### config.mk
export PLATFORM = sky130hd
export DESIGN_NAME = mult_booth_r4_flat
export DESIGN_NICKNAME = d
export VERILOG_FILES = /design/src/rtl/mult_booth_r4_pkg.sv /design/src/rtl/mult_booth_r4_if.sv /design/src/rtl/mult_booth_r4_digit.sv /design/src/rtl/mult_booth_r4.sv /design/src/flat_wrapper.sv
export SDC_FILE = /design/constraint.sdc
export NUM_CORES = 1
export LEC_CHECK = 0
export ABC_AREA = 1
export CORE_MARGIN = 2
export CORE_UTILIZATION = 25
export CTS_BUF_LIST = sky130_fd_sc_hd__clkbuf_4
export CTS_CLUSTER_DIAMETER = 200
export DETAILED_ROUTE_END_ITERATION = 10
export GPL_TIMING_DRIVEN = 0
export SLEW_MARGIN = 10
export SYNTH_ARGS = -nofsm -noshare
export SYNTH_HDL_FRONTEND = slang
export SYNTH_SLANG_ARGS = --single-unit
### constraint.sdc
create_clock -name clk -period 8 [get_ports clk]
set_clock_uncertainty 0.05 [all_clocks]
set_input_delay 1.2 -clock clk [delete_from_list [all_inputs] [get_ports clk]]
set_output_delay 1.2 -clock clk [all_outputs]
set_load 0.03 [all_outputs]
### src/rtl/mult_booth_r4_pkg.sv
// mult_booth_r4 shared types: op/state/select enums and operand extension.
// Optional build macro used by the top: MULT_ZERO_BYPASS_EN.
package mult_pkg;

    // Widest XLEN the generic extension helper supports.
    localparam int MAX_XLEN = 128;
    localparam int EXT_MAX  = MAX_XLEN + 2;

    typedef enum logic [1:0] {
        MUL_LO  = 2'b00,
        MULH_SS = 2'b01,
        MULH_SU = 2'b10,
        MULH_UU = 2'b11
    } op_e;

    typedef enum logic [1:0] {
        IDLE = 2'b00,
        CALC = 2'b01,
        DONE = 2'b10
    } state_e;

    typedef enum logic [2:0] {
        SEL_ZERO,
        SEL_PM,
        SEL_P2M,
        SEL_NM,
        SEL_N2M
    } sel_e;

    // Extend the low 'width' bits of value to EXT_MAX bits.
    function automatic logic [EXT_MAX-1:0] ext_operand(
        input logic [EXT_MAX-1:0] value,
        input int                 width,
        input logic               signed_flag
    );
        logic [EXT_MAX-1:0] mask;
        logic [EXT_MAX-1:0] tmp;
        logic               fill;
        mask = {EXT_MAX{1'b1}} << width;
        tmp  = value >> (width - 1);
        fill = signed_flag & tmp[0];
        return (value & ~mask) | (fill ? mask : '0);
    endfunction

    // MUL low half is signedness-independent; treat it as signed.
    function automatic logic rs1_signed(input op_e op);
        return op != MULH_UU;
    endfunction

    function automatic logic rs2_signed(input op_e op);
        return (op == MUL_LO) || (op == MULH_SS);
    endfunction

endpackage

### src/rtl/mult_booth_r4_if.sv
// Issue/result bundle between the execute-stage issuer and the multiplier.
// Master drives the request; slave returns status and rd.
interface mult_booth_r4_if #(
    parameter int XLEN = 32
);

    logic            start;
    logic [1:0]      op;
    logic [XLEN-1:0] rs1;
    logic [XLEN-1:0] rs2;
    logic            in_ready;
    logic            busy;
    logic            done;
    logic [XLEN-1:0] rd;

    modport master (
        output start, op, rs1, rs2,
        input  in_ready, busy, done, rd
    );

    modport slave (
        input  start, op, rs1, rs2,
        output in_ready, busy, done, rd
    );

endinterface

### src/rtl/mult_booth_r4_digit.sv
// Radix-4 Booth digit: maps a 3-bit window and multiplicand M
// to the signed addend 0, +-M or +-2M at XLEN+3 bits.
module booth_r4_digit
    import mult_pkg::*;
#(
    parameter  int XLEN  = 32,
    localparam int EXT_W = XLEN + 2,
    localparam int ADD_W = XLEN + 3
) (
    input  logic [2:0]       bits_i,
    input  logic [EXT_W-1:0] m_i,
    output logic [ADD_W-1:0] addend_o
);

    sel_e             sel;
    logic [ADD_W-1:0] m1;
    logic [ADD_W-1:0] m2;

    assign m1 = {m_i[EXT_W-1], m_i};
    assign m2 = {m_i, 1'b0};

    // Decode the Booth window into a select.
    always_comb begin
        sel = SEL_ZERO;
        unique case (bits_i)
            3'b001, 3'b010: sel = SEL_PM;
            3'b011:         sel = SEL_P2M;
            3'b100:         sel = SEL_N2M;
            3'b101, 3'b110: sel = SEL_NM;
            default:        sel = SEL_ZERO;
        endcase
    end

    // Form the two's-complement addend for the select.
    always_comb begin
        addend_o = '0;
        unique case (sel)
            SEL_PM:  addend_o = m1;
            SEL_P2M: addend_o = m2;
            SEL_NM:  addend_o = -m1;
            SEL_N2M: addend_o = -m2;
            default: addend_o = '0;
        endcase
    end

endmodule

### src/rtl/mult_booth_r4.sv
// Iterative radix-4 Booth multiplier for MUL/MULH/MULHSU/MULHU.
// Build macro: MULT_ZERO_BYPASS_EN (zero operand skips CALC).
module mult_booth_r4
    import mult_pkg::*;
#(
    parameter int XLEN = 32
) (
    input logic             clk,
    input logic             reset,
    mult_booth_r4_if.slave  bus
);

    localparam int NDIG  = XLEN / 2 + 1;
    localparam int CNT_W = $clog2(NDIG + 1);
    localparam int EXT_W = XLEN + 2;
    localparam int ADD_W = XLEN + 3;
    localparam int P_W   = 2 * EXT_W + 1;
    localparam int CAT_W = 2 * EXT_W + 2;

    state_e            state_q;
    op_e               op_q;
    logic [EXT_W-1:0]  m_q;
    logic [P_W-1:0]    p_q;
    logic [P_W-1:0]    p_d;
    logic [CNT_W-1:0]  cnt_q;
    logic              in_ready_q;
    logic              busy_q;
    logic              done_q;
    logic [XLEN-1:0]   rd_q;

    op_e               op_in;
    logic [EXT_W-1:0]  a_ext;
    logic [EXT_W-1:0]  b_ext;
    logic [P_W-1:0]    p_load;
    logic [ADD_W-1:0]  addend;
    logic [ADD_W-1:0]  sum;
    logic [CAT_W-1:0]  cat;
    logic signed [CAT_W-1:0] shifted;
    logic [XLEN-1:0]   res;
    logic              last_dig;
    logic              zero_byp;

    assign op_in = op_e'(bus.op);

    // Extend the incoming operands and build the accumulator load value.
    always_comb begin
        a_ext  = EXT_W'(ext_operand(EXT_MAX'(bus.rs1), XLEN,
                                    rs1_signed(op_in)));
        b_ext  = EXT_W'(ext_operand(EXT_MAX'(bus.rs2), XLEN,
                                    rs2_signed(op_in)));
        p_load = {{EXT_W{1'b0}}, b_ext, 1'b0};
    end

    booth_r4_digit #(
        .XLEN (XLEN)
    ) u_digit (
        .bits_i   (p_q[2:0]),
        .m_i      (m_q),
        .addend_o (addend)
    );

    // One Booth step: add the digit into hi, then shift P right by 2.
    always_comb begin
        sum     = {p_q[P_W-1], p_q[P_W-1:EXT_W+1]} + addend;
        cat     = {sum, p_q[EXT_W:0]};
        shifted = $signed(cat) >>> 2;
        p_d     = P_W'(shifted);
        res     = (op_q == MUL_LO) ? p_d[XLEN:1] : p_d[2*XLEN:XLEN+1];
    end

    assign last_dig = (cnt_q == CNT_W'(NDIG - 1));

`ifdef MULT_ZERO_BYPASS_EN
    assign zero_byp = (bus.rs1 == '0) || (bus.rs2 == '0);
`else
    assign zero_byp = 1'b0;
`endif

    // Control FSM with registered status outputs and result.
    always_ff @(posedge clk) begin
        if (!reset) begin
            state_q    <= IDLE;
            op_q       <= MUL_LO;
            m_q        <= '0;
            p_q        <= '0;
            cnt_q      <= '0;
            in_ready_q <= 1'b1;
            busy_q     <= 1'b0;
            done_q     <= 1'b0;
            rd_q       <= '0;
        end else begin
            unique case (state_q)
                IDLE: begin
                    if (bus.start && in_ready_q) begin
                        op_q       <= op_in;
                        m_q        <= a_ext;
                        p_q        <= p_load;
                        cnt_q      <= '0;
                        in_ready_q <= 1'b0;
                        if (zero_byp) begin
                            state_q <= DONE;
                            done_q  <= 1'b1;
                            rd_q    <= '0;
                        end else begin
                            state_q <= CALC;
                            busy_q  <= 1'b1;
                        end
                    end
                end
                CALC: begin
                    p_q <= p_d;
                    if (cnt_q != CNT_W'(NDIG))
                        cnt_q <= cnt_q + 1'b1;
                    if (last_dig) begin
                        state_q <= DONE;
                        busy_q  <= 1'b0;
                        done_q  <= 1'b1;
                        rd_q    <= res;
                    end
                end
                DONE: begin
                    state_q    <= IDLE;
                    done_q     <= 1'b0;
                    in_ready_q <= 1'b1;
                end
                default: begin
                    state_q    <= IDLE;
                    busy_q     <= 1'b0;
                    done_q     <= 1'b0;
                    in_ready_q <= 1'b1;
                end
            endcase
        end
    end

    assign bus.in_ready = in_ready_q;
    assign bus.busy     = busy_q;
    assign bus.done     = done_q;
    assign bus.rd       = rd_q;

endmodule

### src/flat_wrapper.sv
// flat-port wrapper written by rule: the top's interface ports become plain ports
module mult_booth_r4_flat import mult_pkg::*;
#(
    parameter int XLEN = 32
)
  (clk, reset, bus_start, bus_op, bus_rs1, bus_rs2, bus_in_ready, bus_busy, bus_done, bus_rd);
  mult_booth_r4_if #(.XLEN(XLEN)) bus_i ();
  input logic clk;
  input logic reset;
  input wire logic [$bits(bus_i.start)-1:0] bus_start;
  input wire logic [$bits(bus_i.op)-1:0] bus_op;
  input wire logic [$bits(bus_i.rs1)-1:0] bus_rs1;
  input wire logic [$bits(bus_i.rs2)-1:0] bus_rs2;
  output wire logic [$bits(bus_i.in_ready)-1:0] bus_in_ready;
  output wire logic [$bits(bus_i.busy)-1:0] bus_busy;
  output wire logic [$bits(bus_i.done)-1:0] bus_done;
  output wire logic [$bits(bus_i.rd)-1:0] bus_rd;
  assign bus_i.start = bus_start;
  assign bus_i.op = bus_op;
  assign bus_i.rs1 = bus_rs1;
  assign bus_i.rs2 = bus_rs2;
  assign bus_in_ready = bus_i.in_ready;
  assign bus_busy = bus_i.busy;
  assign bus_done = bus_i.done;
  assign bus_rd = bus_i.rd;
  mult_booth_r4 #(.XLEN(XLEN)) u_core (.clk(clk), .reset(reset), .bus(bus_i));
endmodule
==> results of run 1 <==
-- tightest hold or removal path, cell delays in order, from the launching register on --
cell     delay [ns]
dfxtp_1        0.34
nand2_1        0.06
a21oi_1        0.05
-- registers in the layout, summed over array words and instances (netlist names), 2 cells and up --
register and flops:
u_core.bus.rd 32, u_core.p_q 68, u_core.m_q 33, u_core.op_q 2
u_core.cnt_q 5, u_core.state_q 2
-- cells by family (layout without fill, tap and decap cells) --
group	after synthesis	in the layout	synth area share
AND/OR/NAND/NOR	728	728	0.322
AO/OA/AOI/OAI	347	347	0.202
buffers and inverters	204	338	0.0815
flip-flops	145	145	0.305
XOR/XNOR	41	41	0.0377
adder cells (fa/ha/maj)	39	39	0.0521
other	0	3	0
-- final cells by class --
| type | count | area [um2] | area share |
|---|---|---|---|
| diodes | 3 | 7.51 | 0.000654 |
| plain buffers | 67 | 262 | 0.0228 |
| clock buffers | 18 | 135 | 0.0118 |
| clock inverters | 14 | 156 | 0.0136 |
| inverters | 137 | 514 | 0.0448 |
| multi-input cells | 1155 | 5830 | 0.509 |
| flip-flops and latches | 145 | 2900 | 0.253 |
| well taps | 511 | 639 | 0.0557 |
| repair buffers | 102 | 1020 | 0.0890 |
-- layout by cell type (no fill, tap or decap), drive strengths merged, types with 4 or more instances in the layout --
master / count
a21oi: 147
o21bai: 4
buf: 14
a221oi: 4
nor3: 10
nand2: 453
inv: 139
o2111ai: 15
clkinv: 6
o21ai: 119
clkbuf: 71
o22ai: 9
clkinvlp: 4
ha: 38
a31oi: 37
dfxtp: 145
nand3b: 6
xor2: 39
nand3: 72
nand4: 13
clkdlybuf4s50: 102
nor2: 164
-- metal layers --
metal	routed length (um)	up-vias	global-route usage
met3	2810	24	0.0348
met5	0	-	0
met4	330	0	0.0362
met2	14900	419	0.267
li1	-	5221	-
met1	16900	4895	0.259
-- report_power, final --
group	leakage (uW)	switching [uW]	total, uW	internal, uW
Combinational	0.00336	465	686	222
Sequential	0.00119	49.7	826	777
Clock	0.000147	312	506	194
-- how the worst min path moves through the flow --
| stage | cells past startpoint | end | slack (ns) |
|---|---|---|---|
| 2_1_floorplan | 2 | u_core.p_q[35] | 0.39 |
| 3_3_place_gp | 2 | u_core.p_q[35] | 0.41 |
| 4_1_cts | 2 | u_core.bus.rd[28] | 0.43 |
| 5_1_grt | 2 | u_core.p_q[65] | 0.45 |
| 3_5_place_dp | 2 | u_core.bus.rd[20] | 0.41 |
| 6_report | 2 | u_core.bus.rd[28] | 0.43 |
-- per-stage QoR --
step | utilization | worst slack, ns
after CTS | 0.305 | 3.98
after global placement | 0.297 | 4.01
final | 0.305 | 3.80
after global routing | 0.305 | 3.58
after detailed placement | 0.297 | 4.00
after floorplan | - | 4.93
==> reports/metrics.cfg, run 1 <==
[critical_path]
arrival_ns=4.63
crit_end=u_core.bus.rd[26]
crit_buf_inv=4
cp_slowest_stage_delay_ns=0.46
r2r_start=u_core.p_q[2]
critPathMaxFanout=10
r2r_slack_ns=3.80
crit_required_ns=8.42
cp_slowest_cell=clkbuf_1
crit_family=buffers and inverters
cp-start-kind=flop
timing.rr.end=u_core.bus.rd[26]
path_cells=clkbuf_1 -> nand2_1 -> inv_1 -> clkbuf_1 -> buf_2 -> nand2_1 -> o2111ai_1 -> ha_1 -> a21oi_1 -> o21ai_1 -> a21oi_1 -> nor2_1 -> nor2_1 -> nand2_1 -> nand2_1 -> nand3_1 -> nand2_1 -> a21oi_1
r2r.worst_path.cells=18
critPathMostFrequentCell=nand2_1
worstSetupStartpoint=u_core.p_q[2]
crit_path_end_kind=flop
path_depth=18
critPathKind=reg2reg

[synth]
synth_top_area_frac=0.305
synthCells=1504
syn_nets=1612
yosysTopAreaCell=dfxtp_1
yosysUniqueCellTypes=46
async_reset_ff_frac=0
netlist_area_um2=9510
synth_area_leaders=dfxtp_1, nand2_1, a21oi_1
synth_edf_count=0
synth_area_per_cell_um2=6.33
post-synth-top-count-cell=nand2_1
yosysSeqAreaShare=0.305
yosysWarnings=0
ys_seq_elements=145
synth_top_flop_cell=dfxtp_1
synth_commonest_cells=nand2_1, nor2_1, a21oi_1, dfxtp_1, inv_1

[cts]
clock_path_buffers=2
cts_tree=built
clk_pin_slew_ns=0.15
htreeDepth=4
cts_made_buffers=17
cts_setup_buffers=0
cts_sinks=145
cts_hold_buf=0
clk_latency_ns=0.62
cts_root_buffer=clkbuf_4
ctsResizeCount=0

[global_routing]
antenna_found_initial=2
grt_max_degree=17
grt_pass1_vias=9811
grt.total_usage=0.177
grt_pass1_wl_um=53900
grt_overflow=0

[hold_path]
hold_start=u_core.bus.rd[28]
hold_class=reg2reg

[timing]
setup_viol=0
finalCritPeriodShare=0.525
rsz0062_at_grt=false
max_freq_ghz=0.238
worst_pin_slew_ns=0.987
hold_violations=0
setup_tns_ns=0
max-slew-margin-rel=0.342
fin_crit_ns=4.20
whs_ns=0.430
report.final.slew_viol_count=0

[detailed_routing]
via_count=10600
routed_wl_um=35000
firstDrtPassIters=5
vias_per_cell=4.91
wire_per_inst_um=16.2
drc=0
dr.first_iter.drc_count=947
ant_nets=0

[power]
total_power_uw=2020
powerDensity_nw_per_um2=176
ir_drop_v=0.0000857
p_leak_uw=0.00469

[die]
dieHeight_um=199
die_area_um2=39600
die_w_um=199
row_count=71
initial_core_util=0.253
pin_count=104
fp.coreArea_um2=37600

[place]
dp.cells=2117
place_area_um2=11200
dp_hpwl_um=27800
io_buffers=102
gp_congestion=0.973

[run_status]
status=complete, no violations

[cells_and_area]
finish.instance_area_um2=11500
nets=1733
n_fill_cell=4197
final-instance-count-excl-fill=2152
area_growth_pct=20.6
drive_gt1_frac=0.0482

[job]
maxCapViolCount=0

(Power assumes the default switching activity.)
==> run 2, diff against run 1 <==
==> constraint.sdc (replaced) <==
create_clock -name clk -period 4.2 [get_ports clk]
set_clock_uncertainty 0.05 [all_clocks]
set_input_delay 0.63 -clock clk [delete_from_list [all_inputs] [get_ports clk]]
set_output_delay 0.63 -clock clk [all_outputs]
set_load 0.03 [all_outputs]
==> run 2 against run 1 <==
The flow now finishes with violations (design-rule violations). Critical path depth up 5. Wire length about the same. First-iteration DRC count up 6.7%. Power up 91%. Sequential power up 90%. Worst setup slack worse by 3.6 ns. Worst hold slack about the same. Via count up 0.29%. Count of clock-buffer cells in the layout unchanged. Combinational power up 90%. Utilization about the same. Sequential share of layout area about the same. Critical path type unchanged.
==> reports/metrics.cfg, run 2 (same netlist as run 1, synthesis figures left out) <==
[timing]
hold_violations=0  ; unchanged
finalCritPeriodShare=0.946  ; +0.420
layout_setup_ws_ns=0.228  ; -3.57 ns
report.final.slew_viol_count=0  ; unchanged
worst_pin_slew_ns=0.980  ; -0.00776 ns
rsz0062_at_grt=true
fin_crit_ns=3.97  ; -0.231 ns
whs_ns=0.430  ; -0.000106 ns
setup_viol=0  ; unchanged
max-slew-margin-rel=0.345  ; +0.00276
max_freq_ghz=0.252  ; +5.8%

[die]
row_count=71  ; unchanged
die_area_um2=39600  ; unchanged
initial_core_util=0.253  ; unchanged
fp.coreArea_um2=37600  ; unchanged
dieHeight_um=199  ; unchanged
pin_count=104  ; unchanged
die_w_um=199  ; unchanged

[cts]
clk_latency_ns=0.63  ; about the same
clock_path_buffers=2  ; unchanged
htreeDepth=4  ; unchanged
clk_pin_slew_ns=0.16  ; about the same
cts_root_buffer=clkbuf_4
cts_sinks=145  ; unchanged
cts_made_buffers=17  ; unchanged
cts_tree=built

[cells_and_area]
area_growth_pct=20.7  ; about the same
drive_gt1_frac=0.0513  ; +0.00308
final_common_cell=nand2_1
nets=1732  ; -0.058%
sequential_cell_area_um2=2900  ; unchanged
largest_register_ffs=68  ; unchanged
final-instance-count-excl-fill=2150  ; -0.093%
final_cell_mix=nand2_1, nor2_1, a21oi_1
n_fill_cell=4198  ; +0.024%
largest_register=u_core.p_q
multi_input_comb_area_um2=5850  ; +0.28%

[global_routing]
grt_max_degree=17  ; unchanged
grt_pass1_vias=9811  ; unchanged
grt.total_usage=0.177  ; unchanged
grt_pass1_wl_um=53900  ; unchanged
antenna_found_initial=2  ; unchanged
grt_overflow=0  ; unchanged

[critical_path]
cp_slowest_cell=ha_1
crit_path_end_kind=flop
path_cells=inv_1 -> ha_1 -> nand2_2 -> nor2_4 -> nand2_4 -> nor2_8 -> nand2_4 -> nor2_4 -> nand2_2 -> xor2_1 -> inv_2 -> nand2_1 -> o2111ai_1 -> ha_1 -> nand2_1 -> nor2_1 -> nand2_1 -> nor2_1 -> nand4_1 -> nand3_1 -> nand2_1 -> nand3_1 -> a21oi_1
crit_required_ns=4.67  ; -3.75 ns
crit_family=simple AND/OR/NAND/NOR gates
arrival_ns=4.44  ; -0.19 ns
cp_slowest_stage_delay_ns=0.44  ; -0.02 ns
critPathMaxFanout=7  ; -3
critPathKind=reg2reg
crit_buf_inv=2  ; -2
critPathMostFrequentCell=nand2_1
cp-start-kind=flop

[power]
intPower_uw=2270  ; +90%
power_frac_comb=0.339  ; about the same
powerDensity_nw_per_um2=335  ; +90%
ir_drop_v=0.000163  ; +90%
total_power_uw=3850  ; +91%
p_clk_frac=0.252  ; about the same
switching_share=0.410  ; about the same
power_frac_seq=0.409  ; about the same
power_switching_uw=1580  ; +91%
p_leak_uw=0.00469  ; about the same

[place]
io_buffers=102  ; unchanged
dp.cells=2117  ; unchanged
dp_hpwl_um=27800  ; unchanged
gp_congestion=0.973  ; unchanged
dp_slack_ns=0.197  ; -3.80 ns

[detailed_routing]
drc=2  ; +2
ant_nets=0  ; unchanged
via_count=10600  ; +0.29%
vias_per_cell=4.93  ; +0.39%
dr.first_iter.drc_count=1010  ; +6.7%
firstDrtPassIters=11  ; +6
routed_wl_um=35000  ; about the same
wire_per_inst_um=16.3  ; +0.14%

[job]
maxCapViolCount=0  ; unchanged

[run_status]
violations=design-rule violations
status=finished with violations

[hold_path]
hold_class=reg2reg

## run 2: layout make-up
class | count | share of cell area
Clock inverter | 14 | 0.0136
Multi-Input combinational cell | 1155 | 0.509
Inverter | 137 | 0.0448
Sequential cell | 145 | 0.253
Timing Repair Buffer | 102 | 0.0889
Buffer | 66 | 0.0226
Antenna cell | 2 | 0.000436
Tap cell | 511 | 0.0557
Clock buffer | 18 | 0.0118
## run 2: stage by stage
step	TNS (ns)	utilization	cell area (um2)
after floorplan	0	-	9510
after global placement	0	0.297	11200
after detailed placement	0	0.297	11200
after CTS	0	0.305	11500
after global routing	-0.0619	0.306	11500
final	0	0.306	11500
## run 2: worst reg2reg max path: cells and delay by family (launching register included)
kind | cells | cell delay [ns]
flops | 1 | 0.34
fa+ha+maj | 2 | 0.66
buf+inv | 2 | 0.17
simple gates | 16 | 2.22
compound gates | 2 | 0.27
xor+xnor | 1 | 0.18
## run 2: what timing repair did
action,CTS,global route
hold buffers,0,0
resized for setup,0,6
setup buffers,0,0
endpoints found under the setup margin,0,26
## run 2: final timing paths
check | slack (ns) | depth (start not counted) | from | end
setup / recovery | 0.23 | 23 | u_core.m_q[1] | u_core.p_q[66]
hold / removal | 0.43 | 2 | u_core.bus.rd[30] | u_core.bus.rd[30]
setup reg to reg | 0.23 | 23 | u_core.m_q[1] | u_core.p_q[66]
hold reg to reg | 0.43 | 2 | u_core.bus.rd[30] | u_core.bus.rd[30]
## run 2: per-layer routing
layer | GRT usage | wire [um] | up-vias
met5 | 0 | 0 | -
met2 | 0.267 | 14900 | 383
met4 | 0.0362 | 373 | 0
li1 | - | - | 5211
met3 | 0.0348 | 2530 | 27
met1 | 0.259 | 17200 | 4969
## run 2: power by group through the flow
| stage | sequential (uW) | combinational (uW) | clock, uW |
|---|---|---|---|
| 2_1_floorplan | 1570 | 861 | 0 |
| 3_3_place_gp | 1600 | 1260 | 0 |
| 3_5_place_dp | 1600 | 1270 | 0 |
| 4_1_cts | 1570 | 1280 | 988 |
| 5_1_grt | 1590 | 1440 | 1060 |
| 6_report | 1570 | 1300 | 969 |
==> run 3, diff against run 2 <==
--- a/config.mk
+++ b/config.mk
@@ -6,12 +6,15 @@
 export NUM_CORES = 1
 export LEC_CHECK = 0
 export ABC_AREA = 1
+export CELL_PAD_IN_SITES_DETAIL_PLACEMENT = 0
+export CELL_PAD_IN_SITES_GLOBAL_PLACEMENT = 1
 export CORE_MARGIN = 2
-export CORE_UTILIZATION = 25
+export CORE_UTILIZATION = 37
 export CTS_BUF_LIST = sky130_fd_sc_hd__clkbuf_4
 export CTS_CLUSTER_DIAMETER = 200
 export DETAILED_ROUTE_END_ITERATION = 10
 export GPL_TIMING_DRIVEN = 0
+export PLACE_DENSITY_LB_ADDON = 0.1
 export SLEW_MARGIN = 10
 export SYNTH_ARGS = -nofsm -noshare
 export SYNTH_HDL_FRONTEND = slang
==> constraint.sdc (replaced) <==
create_clock -name clk -period 3.3 [get_ports clk]
set_clock_uncertainty 0.05 [all_clocks]
set_input_delay 0.495 -clock clk [delete_from_list [all_inputs] [get_ports clk]]
set_output_delay 0.495 -clock clk [all_outputs]
set_load 0.03 [all_outputs]
==> run 3 against run 2 <==
The run ends with negative setup slack left. First-iteration DRC count down 31%. Fmax up 16%. Global-route usage up 8.8 points. Critical path depth down 2. Utilization up 22 points. Combinational power up 78%. Sequential power up 29%. Die area down 32%. Design area up 16%. Power up 48%. Largest power group is now combinational cells.
==> reports/metrics.cfg, run 3 (same netlist as run 1, synthesis figures left out) <==
[run_status]
status=finished with violations
violations=negative setup slack

[place]
dp_hpwl_um=27400  ; -1.3%
io_buffers=102  ; unchanged
gp_congestion=0.956  ; -1.7%
dp.cells=1936  ; -8.5%

[global_routing]
grt_pass1_wl_um=54700  ; +1.6%
antenna_found_initial=2  ; unchanged
met1_usage=0.353  ; +0.0942
grt.total_usage=0.265  ; +0.0878
grt_util_met2=0.444  ; +0.177
busiest_layer=met2
grt_pass1_vias=10100  ; +2.6%
grt_max_degree=17  ; unchanged
grt_overflow=0  ; unchanged
grtUsageMet3=0.0283  ; -0.00649

[cts]
clk_pin_slew_ns=0.18  ; +0.02 ns
cts_made_buffers=17  ; unchanged
cts_hold_buf=0  ; unchanged
clock_path_buffers=2  ; unchanged
cts_tree=built
clk_latency_ns=0.62  ; about the same
cts_sinks=145  ; unchanged
htreeDepth=4  ; unchanged
cts_root_buffer=clkbuf_4

[die]
die_w_um=164  ; -17%
fp.coreArea_um2=25200  ; -33%
row_count=58  ; -18%
die_area_um2=27000  ; -32%
pin_count=104  ; unchanged
dieHeight_um=164  ; -17%
initial_core_util=0.378  ; +0.125

[cells_and_area]
sequential_cell_area_um2=2920  ; +0.47%
multi_input_comb_area_um2=7410  ; +27%
nets=1793  ; +3.5%
final_common_cell=nand2_1
area_growth_pct=40.4
final-instance-count-excl-fill=2029  ; -5.6%
n_fill_cell=2508  ; -40%
drive_gt1_frac=0.248  ; +0.197
final_cell_mix=nand2_1, dfxtp_1, nor2_1
largest_register=u_core.p_q
utilization=0.531  ; +0.225
largest_register_ffs=68  ; unchanged

[timing]
fin_crit_ns=3.43  ; -0.539 ns
setup_tns_ns=-0.751  ; -0.751 ns
rsz0062_at_grt=true
worst_pin_slew_ns=1.21  ; +0.233 ns
hold_violations=0  ; unchanged
finalCritPeriodShare=1.04  ; +0.0946
report.final.slew_viol_count=0  ; unchanged
max-slew-margin-rel=0.189  ; -0.156
setup_viol=14  ; +14
max_freq_ghz=0.291  ; +16%
layout_setup_ws_ns=-0.133  ; -0.361 ns

[critical_path]
arrival_ns=3.90  ; -0.54 ns
r2r_start=u_core.m_q[0]
r2r_slack_ns=-0.13  ; -0.36 ns
worstSetupStartpoint=u_core.m_q[0]
cp-start-kind=flop
crit_required_ns=3.77  ; -0.90 ns
critPathMaxFanout=4  ; -3
critPathKind=reg2reg
r2r.worst_path.cells=21  ; -8.7%
timing.rr.end=u_core.p_q[66]
crit_path_end_kind=flop

[power]
p_leak_uw=0.00538  ; +15%
ir_drop_v=0.000264  ; +62%
total_power_uw=5710  ; +48%
powerDensity_nw_per_um2=427  ; +28%

[hold_path]
hold_class=in2reg
whs_path_depth=3  ; +1
hold_end=u_core.p_q[9]
hold_start=bus_rs2[8]

[detailed_routing]
via_count=10900  ; +2.7%
dr.first_iter.drc_count=696  ; -31%
ant_nets=0  ; unchanged
wire_per_inst_um=18.2  ; +12%
drc=0  ; -2
firstDrtPassIters=6  ; -5
vias_per_cell=5.36  ; +8.8%
routed_wl_um=37000  ; +5.7%

[job]
maxCapViolCount=0  ; unchanged

## run 3: cell count changes in the layout (fill, tap and decap cells not counted), sizes merged
cell / before / now
buf: 14 / 78
inv: 139 / 144
clkbuf: 70 / 66
clkinvlp: 4 / 0
diode: 2 / 1
## run 3: worst max path at each step
stage,to,slack (ns),cells past startpoint
after global placement,u_core.bus.rd[26],-0.65,18
after global routing,u_core.p_q[67],-0.30,25
after detailed placement,u_core.bus.rd[26],-0.65,18
after floorplan,u_core.p_q[67],0.23,24
after CTS,u_core.p_q[66],-0.19,22
final,u_core.p_q[66],-0.13,21
## run 3: layout make-up
class / instances / area share
timing repair buffer: 163 / 0.112
clock buffer: 17 / 0.00955
sequential: 145 / 0.218
multi-input combinational: 1155 / 0.555
tap: 330 / 0.0309
clock inverter: 15 / 0.0142
buffer: 66 / 0.0207
antenna: 1 / 0.000187
inverter: 137 / 0.0392
## run 3: worst max-delay path: stages (launching register included)
cell and delay (ns):
dfxtp_2 0.36, inv_4 0.08, buf_6 0.11, nand3_4 0.12, nor2_8 0.16, nand2_4 0.07
nor2_4 0.11, nand3_2 0.10, or2_4 0.26, xor2_1 0.16, nand2_1 0.07, nand4_1 0.21
ha_4 0.38, nand2_4 0.07, nor2_4 0.18, nand2_4 0.10, nor2_4 0.09, nand4_1 0.23
nand3_1 0.18, nand2_1 0.07, nand3_2 0.09, a21oi_2 0.06
## run 3: metrics by stage
step | instance area (um2) | hold WS [ns] | setup slack, ns
2_1_floorplan | 9510 | 0.394 | 0.226
3_3_place_gp | 10900 | 0.406 | -0.654
3_5_place_dp | 10900 | 0.407 | -0.651
4_1_cts | 12100 | 0.373 | -0.190
5_1_grt | 13400 | 0.377 | -0.300
6_report | 13400 | 0.372 | -0.133
## run 3: repair_timing
action,4_1_cts,5_1_grt
resized for setup,161,238
buffers inserted,37,24
pin swaps,66,87
endpoints found under the hold margin,0,0
endpoints found under the setup margin,59,50
## run 3: where the power goes
group          internal [uW]  switching [uW]  leakage, uW
logic                    905            1400      0.00402
clock network            492             884     0.000174
registers               1890             140      0.00119
## run 3: layer usage
layer  wire length [um]  part of all wire
met4               1020             0.028
met5                  0                 0
met3               1730             0.047
met1              16800              0.45
met2              17400              0.47
